### src/rtl/clk_enable_gen.sv
`default_nettype none
// ============================================================================
// Module      : clk_enable_gen
// Description : Multi-channel fractional clock-enable generator. Each channel
//               adds 1.0 to a phase accumulator on every enabled edge and
//               emits a registered one-cycle pulse whenever the accumulator
//               reaches its fixed-point divisor, giving an average period of
//               div/2^FRAC_W cycles with at most one cycle of spacing jitter.
//               Divisor updates arrive over a valid/ready port and are held
//               pending until the channel's next pulse (or until the channel
//               is disabled), so a period in progress is never disturbed.
// Options     : CLK_ENABLE_TOGGLE_EN - adds toggle_o, a per-channel square
//               wave that flips on every pulse (half the pulse rate).
// Revision    : 1.0 - initial release
// ============================================================================

module clk_enable_gen #(
    parameter int NUM_CH    = 2,
    parameter int DIV_W     = 8,
    parameter int FRAC_W    = 3,
    parameter int RESET_DIV = 2 ** FRAC_W
) (
    input  logic                                      clk,
    input  logic                                      rst_n,
    input  logic [NUM_CH-1:0]                         ch_en,
    input  logic                                      cfg_valid,
    output logic                                      cfg_ready,
    input  logic [((NUM_CH > 1) ? $clog2(NUM_CH) : 1)-1:0] cfg_ch,
    input  logic [DIV_W+FRAC_W-1:0]                   cfg_div,
    output logic [NUM_CH-1:0]                         ce_o,
    output logic [NUM_CH-1:0]                         pending_o
`ifdef CLK_ENABLE_TOGGLE_EN
    ,
    output logic [NUM_CH-1:0]                         toggle_o
`endif
);

    // ------------------------------------------------------------------------
    // Derived constants
    // ------------------------------------------------------------------------
    localparam int c_w    = DIV_W + FRAC_W;
    localparam int c_ch_w = (NUM_CH > 1) ? $clog2(NUM_CH) : 1;

    // 1.0 in divisor width and in accumulator (one bit wider) width
    localparam logic [c_w-1:0] c_one       = c_w'(1) << FRAC_W;
    localparam logic [c_w:0]   c_one_acc   = (c_w + 1)'(1) << FRAC_W;
    localparam logic [c_w-1:0] c_reset_div = c_w'(RESET_DIV);

    // ------------------------------------------------------------------------
    // Shared configuration-port logic
    // ------------------------------------------------------------------------
    logic [NUM_CH-1:0] w_pend_vec;     // pending flags gathered from channels
    logic              w_sel_pend;     // pending flag of the addressed channel
    logic              w_accept;       // an update transfer happens this edge
    logic [c_w-1:0]    w_cfg_div_clamp;

    // Select the addressed channel's pending flag; an out-of-range channel
    // matches nothing, reads as not pending and therefore always accepts.
    always_comb begin
        w_sel_pend = 1'b0;
        for (int i = 0; i < NUM_CH; i++) begin
            if (cfg_ch == c_ch_w'(i)) begin
                w_sel_pend = w_pend_vec[i];
            end
        end
    end

    assign cfg_ready = !w_sel_pend;
    assign w_accept  = cfg_valid && cfg_ready;

    // Divisors below 1.0 (including 0) would fire more than once per edge,
    // which one pulse bit cannot express, so they are raised to 1.0.
    assign w_cfg_div_clamp = (cfg_div < c_one) ? c_one : cfg_div;

    assign pending_o = w_pend_vec;

    // ------------------------------------------------------------------------
    // Per-channel accumulator, divisor and pending-update machinery
    // ------------------------------------------------------------------------
    genvar gi;
    generate
        for (gi = 0; gi < NUM_CH; gi++) begin : g_ch
            logic [c_w-1:0] r_div;     // active divisor
            logic [c_w-1:0] r_pdiv;    // divisor waiting to be applied
            logic [c_w:0]   r_acc;     // phase accumulator, always < r_div
            logic           r_pend;    // an accepted update is waiting
            logic           r_ce;      // registered pulse

            logic [c_w:0]   w_sum;     // accumulator after adding 1.0
            logic [c_w:0]   w_wrap;    // accumulator after wrapping
            logic           w_fire;    // this edge registers a pulse
            logic           w_apply;   // this edge switches to r_pdiv
            logic           w_hit;     // this edge accepts an update for us

            // acc < div <= 2^W-1 and 1.0 <= div, so the sum fits in W+1 bits
            // and at most one wrap is ever needed.
            assign w_sum  = r_acc + c_one_acc;
            assign w_wrap = w_sum - {1'b0, r_div};
            assign w_fire = ch_en[gi] && (w_sum >= {1'b0, r_div});

            // A waiting divisor is only swapped in at a period boundary or
            // while idle, so the pulse on the switch edge uses the old one.
            assign w_apply = r_pend && (!ch_en[gi] || w_fire);

            assign w_hit = w_accept && (cfg_ch == c_ch_w'(gi));

            // Accumulator and active divisor: restart from zero on a switch
            // or while disabled, otherwise advance by 1.0 with wrap.
            always_ff @(posedge clk or negedge rst_n) begin
                if (!rst_n) begin
                    r_acc <= '0;
                    r_div <= c_reset_div;
                end else if (w_apply) begin
                    r_acc <= '0;
                    r_div <= r_pdiv;
                end else if (!ch_en[gi]) begin
                    r_acc <= '0;
                end else if (w_fire) begin
                    r_acc <= w_wrap;
                end else begin
                    r_acc <= w_sum;
                end
            end

            // Pending flag and held divisor. Acceptance needs the flag clear
            // and a switch needs it set, so the two never meet on one edge.
            always_ff @(posedge clk or negedge rst_n) begin
                if (!rst_n) begin
                    r_pend <= 1'b0;
                    r_pdiv <= c_reset_div;
                end else if (w_hit) begin
                    r_pend <= 1'b1;
                    r_pdiv <= w_cfg_div_clamp;
                end else if (w_apply) begin
                    r_pend <= 1'b0;
                end
            end

            // Pulse output register; keeps ce_o free of input-to-output paths.
            always_ff @(posedge clk or negedge rst_n) begin
                if (!rst_n) begin
                    r_ce <= 1'b0;
                end else begin
                    r_ce <= w_fire;
                end
            end

            assign ce_o[gi]       = r_ce;
            assign w_pend_vec[gi] = r_pend;

`ifdef CLK_ENABLE_TOGGLE_EN
            logic r_tog;               // square wave at half the pulse rate

            // Flip on every registered pulse; a disabled channel never fires
            // so its toggle simply holds.
            always_ff @(posedge clk or negedge rst_n) begin
                if (!rst_n) begin
                    r_tog <= 1'b0;
                end else if (w_fire) begin
                    r_tog <= ~r_tog;
                end
            end

            assign toggle_o[gi] = r_tog;
`endif
        end
    endgenerate

endmodule

`default_nettype wire
### config.mk
export PLATFORM = sky130hd
export DESIGN_NAME = clk_enable_gen
export DESIGN_NICKNAME = d
export VERILOG_FILES = /design/src/rtl/clk_enable_gen.sv
export SDC_FILE = /design/constraint.sdc
export NUM_CORES = 1
export LEC_CHECK = 0
export CAP_MARGIN = 10
export CORE_MARGIN = 2
export CORE_UTILIZATION = 55
export CTS_CLUSTER_DIAMETER = 120
export DETAILED_ROUTE_END_ITERATION = 10
export PLACE_DENSITY = 0.7
export RECOVER_POWER = 25
export SYNTH_ARGS = -nofsm -noshare
export SYNTH_HDL_FRONTEND = slang
export SYNTH_SLANG_ARGS = --single-unit
### constraint.sdc
create_clock -name clk -period 4.45 [get_ports clk]
set_clock_uncertainty 0.2 [all_clocks]
set_input_delay 0.445 -clock clk [delete_from_list [all_inputs] [get_ports clk]]
set_output_delay 0.445 -clock clk [all_outputs]
set_load 0.01 [all_outputs]
Yosys cells after proc, flatten, opt, wreduce, memory -nomap -nowiden:

Index checks and enable logic that the tools add are counted.

* register bits: 72
* bits in latches: 0
* bits in writable memories: 0
* bits in read-only memories: 0
* bits of input ports: 17
* memories: 0

* $add $sub $neg: 4
* $mul: 0
* divide/modulo/power cells: 0
* magnitude comparators: 3
* equality and inequality tests: 0
* shifts and indexed selects: 0
* muxes and demuxes: 12
* bitwise gates (word level): 1
* reduce and logical (&&, ||, !) cells: 14

Operators with widths (number)
* 12-bit 2-to-1 mux: 6
* 12-bit by 4-bit adder with 12-bit output, second input constant: 2
* 12-bit by 11-bit greater-or-equal comparator with 1-bit output: 2
* 12-bit by 11-bit subtractor with 12-bit output: 2
* 11-bit by 4-bit < comparator with 1-bit output, second input constant: 1
* 11-bit 2-to-1 mux: 1
* 1-bit logical AND: 7
* 1-bit 2-to-1 mux: 5
* 2-bit nonzero test: 2
* 1-bit zero test: 3
* 1-bit logical OR: 2
* 1-bit inverter: 1

Longest topological paths before layout:

* depth after elaboration: 7
* gate-level depth with buffers: 13

Least setup slack after synthesis:

No wires, ideal clock.

* kind: reg-to-reg
* from: register g_ch[0].r_acc[3]
* to: register g_ch[0].r_div[10]
* library setup time: 125 ps
* arrival: 2637 ps
* slack: 1487 ps
* stages on the path, launching flop included: 12
* clock period less this slack: 2963 ps
* path through: dfrtp_1 > ha_1 > nand3_1 > xnor2_1 > ha_1 > a21o_1 > a31oi_1 > nand3_2 > a211oi_4 > a21bo_1 > buf_6 > mux2_4

* cells in the longest elaborated chain, start to end: 5

RTL lines
* start, declared: RTL line 85 `logic [c_w:0] r_acc;`
* start signal, assigned: RTL line 119 `r_acc <= w_wrap;`
* start signal, assigned: RTL line 121 `r_acc <= w_sum;`
* 12-bit by 4-bit adder with 12-bit output: RTL line 97 `assign w_sum = r_acc + c_one_acc;`
* 12-bit by 11-bit greater-or-equal comparator with 1-bit output: RTL line 99 `assign w_fire = ch_en[gi] && (w_sum >= {1'b0, r_div});`
* 1-bit logical AND: RTL line 99
* 1-bit logical OR: RTL line 103 `assign w_apply = r_pend && (!ch_en[gi] || w_fire);`
* 1-bit logical AND: RTL line 103
* end signal, assigned: RTL line 112 `r_div <= c_reset_div;`
* end signal, assigned: RTL line 115 `r_div <= r_pdiv;`
* end, declared: RTL line 83 `logic [c_w-1:0] r_div;`

Every way passes these cells.
A chain may end at the register's enable or synchronous reset.

Worst setup path after layout:

* from: register g_ch[1].r_acc[3]
* to: register g_ch[1].r_acc[6]

* cells in the longest elaborated chain, start to end: 6
* elaborated cells between the ends (all ways): 9
* classes of those cells: 2 x add/sub; 1 x order compare; 3 x mux; 3 x reduce/logical

RTL lines
* start, declared: RTL line 85
* start signal, assigned: RTL line 119
* start signal, assigned: RTL line 121
* 12-bit by 4-bit adder with 12-bit output *: RTL line 97
* 12-bit by 11-bit greater-or-equal comparator with 1-bit output *: RTL line 99
* 1-bit logical AND *: RTL line 99
* named net g_ch[1].w_fire: RTL line 91 `logic w_fire;`
* 12-bit 2-to-1 mux or 1-bit logical OR (tied branches): RTL line 118, 103
* 12-bit 2-to-1 mux or 1-bit logical AND (tied branches): RTL line 116, 103
* 12-bit 2-to-1 mux *: RTL line 113 `end else if (w_apply) begin`

Mark *: on every way through the listed nets, which the timed path passes. The rest lies on a longest branch.

==> results.md <==
* Status: finished, violations left
* Failing checks: max-capacitance violations, max-slew violations
* DRC at 0
* Slew Limit Fails at 37
* Most common cell after layout, fill and taps aside: dfrtp_1
* Worst EP arrival at 3.43 ns
* Sequential power share at 31.1%
* CTS root buf: clkbuf_8
* NetSw at 0.00147 W
* DIE AREA at 8640 um^2
* Yosys warns at 0
* Via/cell ratio at 5.60
* Worst setup SP type: flip-flop
* GRT Util Overall at 22.6%
* Hold Crit Class: flip-flop to flip-flop
* Chip height at 93.0 um
* Post-DP HPWL at 6740 um
* Max-slew headroom at -23.8%
* Hold path depth at 2
* Nature of the critical path endpoint: flip-flop
* Hold WS at 0.287 ns
* Mapped Area at 4350 um^2
* Power share of the clock group at 14.8%
* Initial Util at 56.6%
* Vias at 3,187
* Finish-stage setup viols at 0
* Async SR Flop Fraction at 100%
* Most frequent cells in the layout: dfrtp_1 (68), nand2_1 (61), inv_1 (32)
* CP peak stage delay at 0.47 ns
* Clock Tree Buf Depth at 2
* CTS tree: yes
* Worst EP required at 4.49 ns
* Slew @ Worst Pin at 1.86 ns
* Crit path max-delay cell type: dfrtp_1
* Total gr overflow at 0
* Crit share post-route at 76.1%
* Antenna viol nets, final at 0
* Clk sinks at 72
* CTS buffer count at 9
* Die W at 93.0 um
* Layout cells sized above 1 at 11.6%
* RSZ-0062 raised after global routing: no
* Sequential fraction of the synthesis area at 41.5%
* R2r worst-path depth at 11
* Max Fclk at 295 MHz
* Cell variety after synth at 63
* Buffers on Ports at 21
* First-pass detailed-route iteration total at 5
* Worst Path Max Fanout at 17
* Critical path type: flip-flop to flip-flop
* EDFF count, synth at 0
* Fin crit period at 3.39 ns
* CTS clock-pin slew for the worst setup and hold paths at 0.09 ns
* Post-synthesis register bit count at 72
* H-tree depth at 3
* # nets final at 505
* Hold_sp: g_ch[1].r_pdiv[1]
* Mean routed wirelength per cell at 15.8 um
* Worst vdd ir at 0.000321 V
* Power density cells at 729 nW/um^2
* Crit path cell chain: ha_1 > inv_1 > nor2_1 > xor2_1 > ha_1 > and4_1 > nor3b_1 > nor2_1 > nand3_2 > and2_1 > a31o_1
* Post-synthesis net count at 485
* Main synth FF type: dfrtp_1
* Top Ports at 22
* Reg-to-Reg End: g_ch[1].r_acc[6]
* Leakage at 2.28 nW
* Starting DRT DRC Count at 250
* Vias in the first global route at 3,074
* Post-Synthesis Cells at 442
* Clock latency on the worst-skew pair at 0.34 ns
* Initial antenna violation count at 0
* Area added between synthesis and finish at 10.6%
* Net Sw Frac at 41.8%
* Pint at 0.00204 W
* Final weighted congestion in routability-driven placement at 0.895
* Pin count of the biggest net entering global routing at 38
* Hold endpoint: g_ch[1].r_pdiv[1]
* First-pass GRT wire length at 15,200 um
* Num rows at 32
* Number of max-cap violations at 1
* Syn avg cell area at 9.85 um^2
* Final hold viol count at 0
* N_diodes at 0
* Total detailed-routing wirelength at 8960 um
* Worst reg2reg startpoint: g_ch[1].r_acc[3]
* Placeable core region at 7690 um^2
* Comb pwr share at 54.1%
* Setup TNS at 0 ns
* Reg2Reg Setup Slack at 1.06 ns
[timing repair]
| action | 4_1_cts | 5_1_grt |
|---|---|---|
| hold endpoints to repair | 20 | 0 |
| resized for setup | 0 | 0 |
| hold buffers | 1 | 0 |
| buffers inserted | 0 | 0 |
[flip-flops by register name, indices dropped and copies added (netlist names)]
| register | count |
|---|---|
| g_ch.r_acc | 24 |
| g_ch.r_div | 22 |
| g_ch.r_pdiv | 22 |
| g_ch.r_ce | 2 |
| g_ch.r_pend | 2 |
[logic make-up after synthesis]
logic type	count (synthesis)	share of synthesized area, %
adders and majority gates	26	7.82
muxes	34	9.51
and+or+nand+nor	147	16.8
xor gates and xnor gates	26	5.40
DFF	72	41.5
AOI/OAI and AO/OA	88	13.8
buffers and inverters	49	5.12
[power by group through the flow]
stage | Sequential [W] | Combinational [W] | Clock [W]
after floorplan | 0.00102 | 0.00156 | 0
after global placement | 0.00109 | 0.00183 | 0
after detailed placement | 0.00111 | 0.00187 | 0
after CTS | 0.00109 | 0.00188 | 0.000529
after global routing | 0.00113 | 0.00211 | 0.000561
final | 0.00109 | 0.00190 | 0.000519
[synthesized netlist by cell type (all sizes together), types with 3 or more instances]
cell type	count	area share (%)
mux2	29	8.4
a31oi	3	0.43
o211ai	3	0.52
and4	3	0.60
nor3b	3	0.52
and3	4	0.57
o21a	10	1.7
nand4	6	0.86
nor3	5	0.83
or3	7	1.0
inv	32	2.8
dfstp	4	2.4
mux2i	5	1.1
dfrtp	68	39
a21oi	24	2.8
buf	9	1.7
nor4	3	0.43
nor2b	7	1.0
ha	24	6.9
clkbuf	7	0.60
xnor2	13	2.6
o22ai	3	0.43
o21ai	16	1.8
nand2	62	5.5
a21boi	6	1.1
nand3	17	2.3
a21o	7	1.2
xor2	13	2.8
nor2	22	1.9
a211oi	4	1.1
and2	3	0.43
[worst max-delay path by stage]
stage                                 from                 to
final                     g_ch[1].r_acc[3]   g_ch[1].r_acc[6]
after global routing      g_ch[1].r_acc[3]   g_ch[1].r_acc[6]
after CTS                 g_ch[0].r_acc[3]   g_ch[0].r_div[0]
after detailed placement  g_ch[0].r_acc[3]   g_ch[0].r_div[0]
after global placement    g_ch[1].r_acc[3]   g_ch[1].r_acc[6]
after floorplan           g_ch[0].r_acc[3]  g_ch[0].r_div[10]
[metal layers]
layer,wire length [um],part of all wire (%),up-vias,track usage [%]
li1,-,-,1591,-
met1,4570,51,1529,33.4
met2,3990,45,58,34.5
met3,298,3.3,9,3.09
met4,106,1.2,0,7.23
met5,0,0,-,0
[per-stage QoR]
stage | cells | power (W) | utilization [%] | area (um^2) | setup slack [ns]
detailed placement | 552 | 0.00298 | 60.0 | 4610 | 1.11
global placement | 552 | 0.00292 | 60.0 | 4610 | 1.12
CTS | 569 | 0.00351 | 62.6 | 4810 | 1.09
finish | 569 | 0.00351 | 62.6 | 4810 | 1.06
global route | 569 | 0.00380 | 62.6 | 4810 | 0.812
floorplan | 442 | 0.00258 | - | 4350 | 1.49
[layout make-up]
| type | instances | area, um^2 |
|---|---|---|
| Timing Repair Buffer | 25 | 236 |
| Clock buffer | 10 | 128 |
| Multi-Input combinational cell | 321 | 2320 |
| Fill cell | 696 | 2870 |
| Clock inverter | 6 | 67.6 |
| Inverter | 33 | 124 |
| Tap cell | 102 | 128 |
| Sequential cell | 72 | 1810 |
[critical path, delay by kind of cell, from the launching register on]
| family | cells | cell delay, ns |
|---|---|---|
| compound gates | 1 | 0.21 |
| fa+ha+maj | 2 | 0.60 |
| xor+xnor | 1 | 0.25 |
| flops | 1 | 0.47 |
| buf+inv | 1 | 0.06 |
| simple gates | 6 | 1.50 |
(Power assumes the default switching activity.)
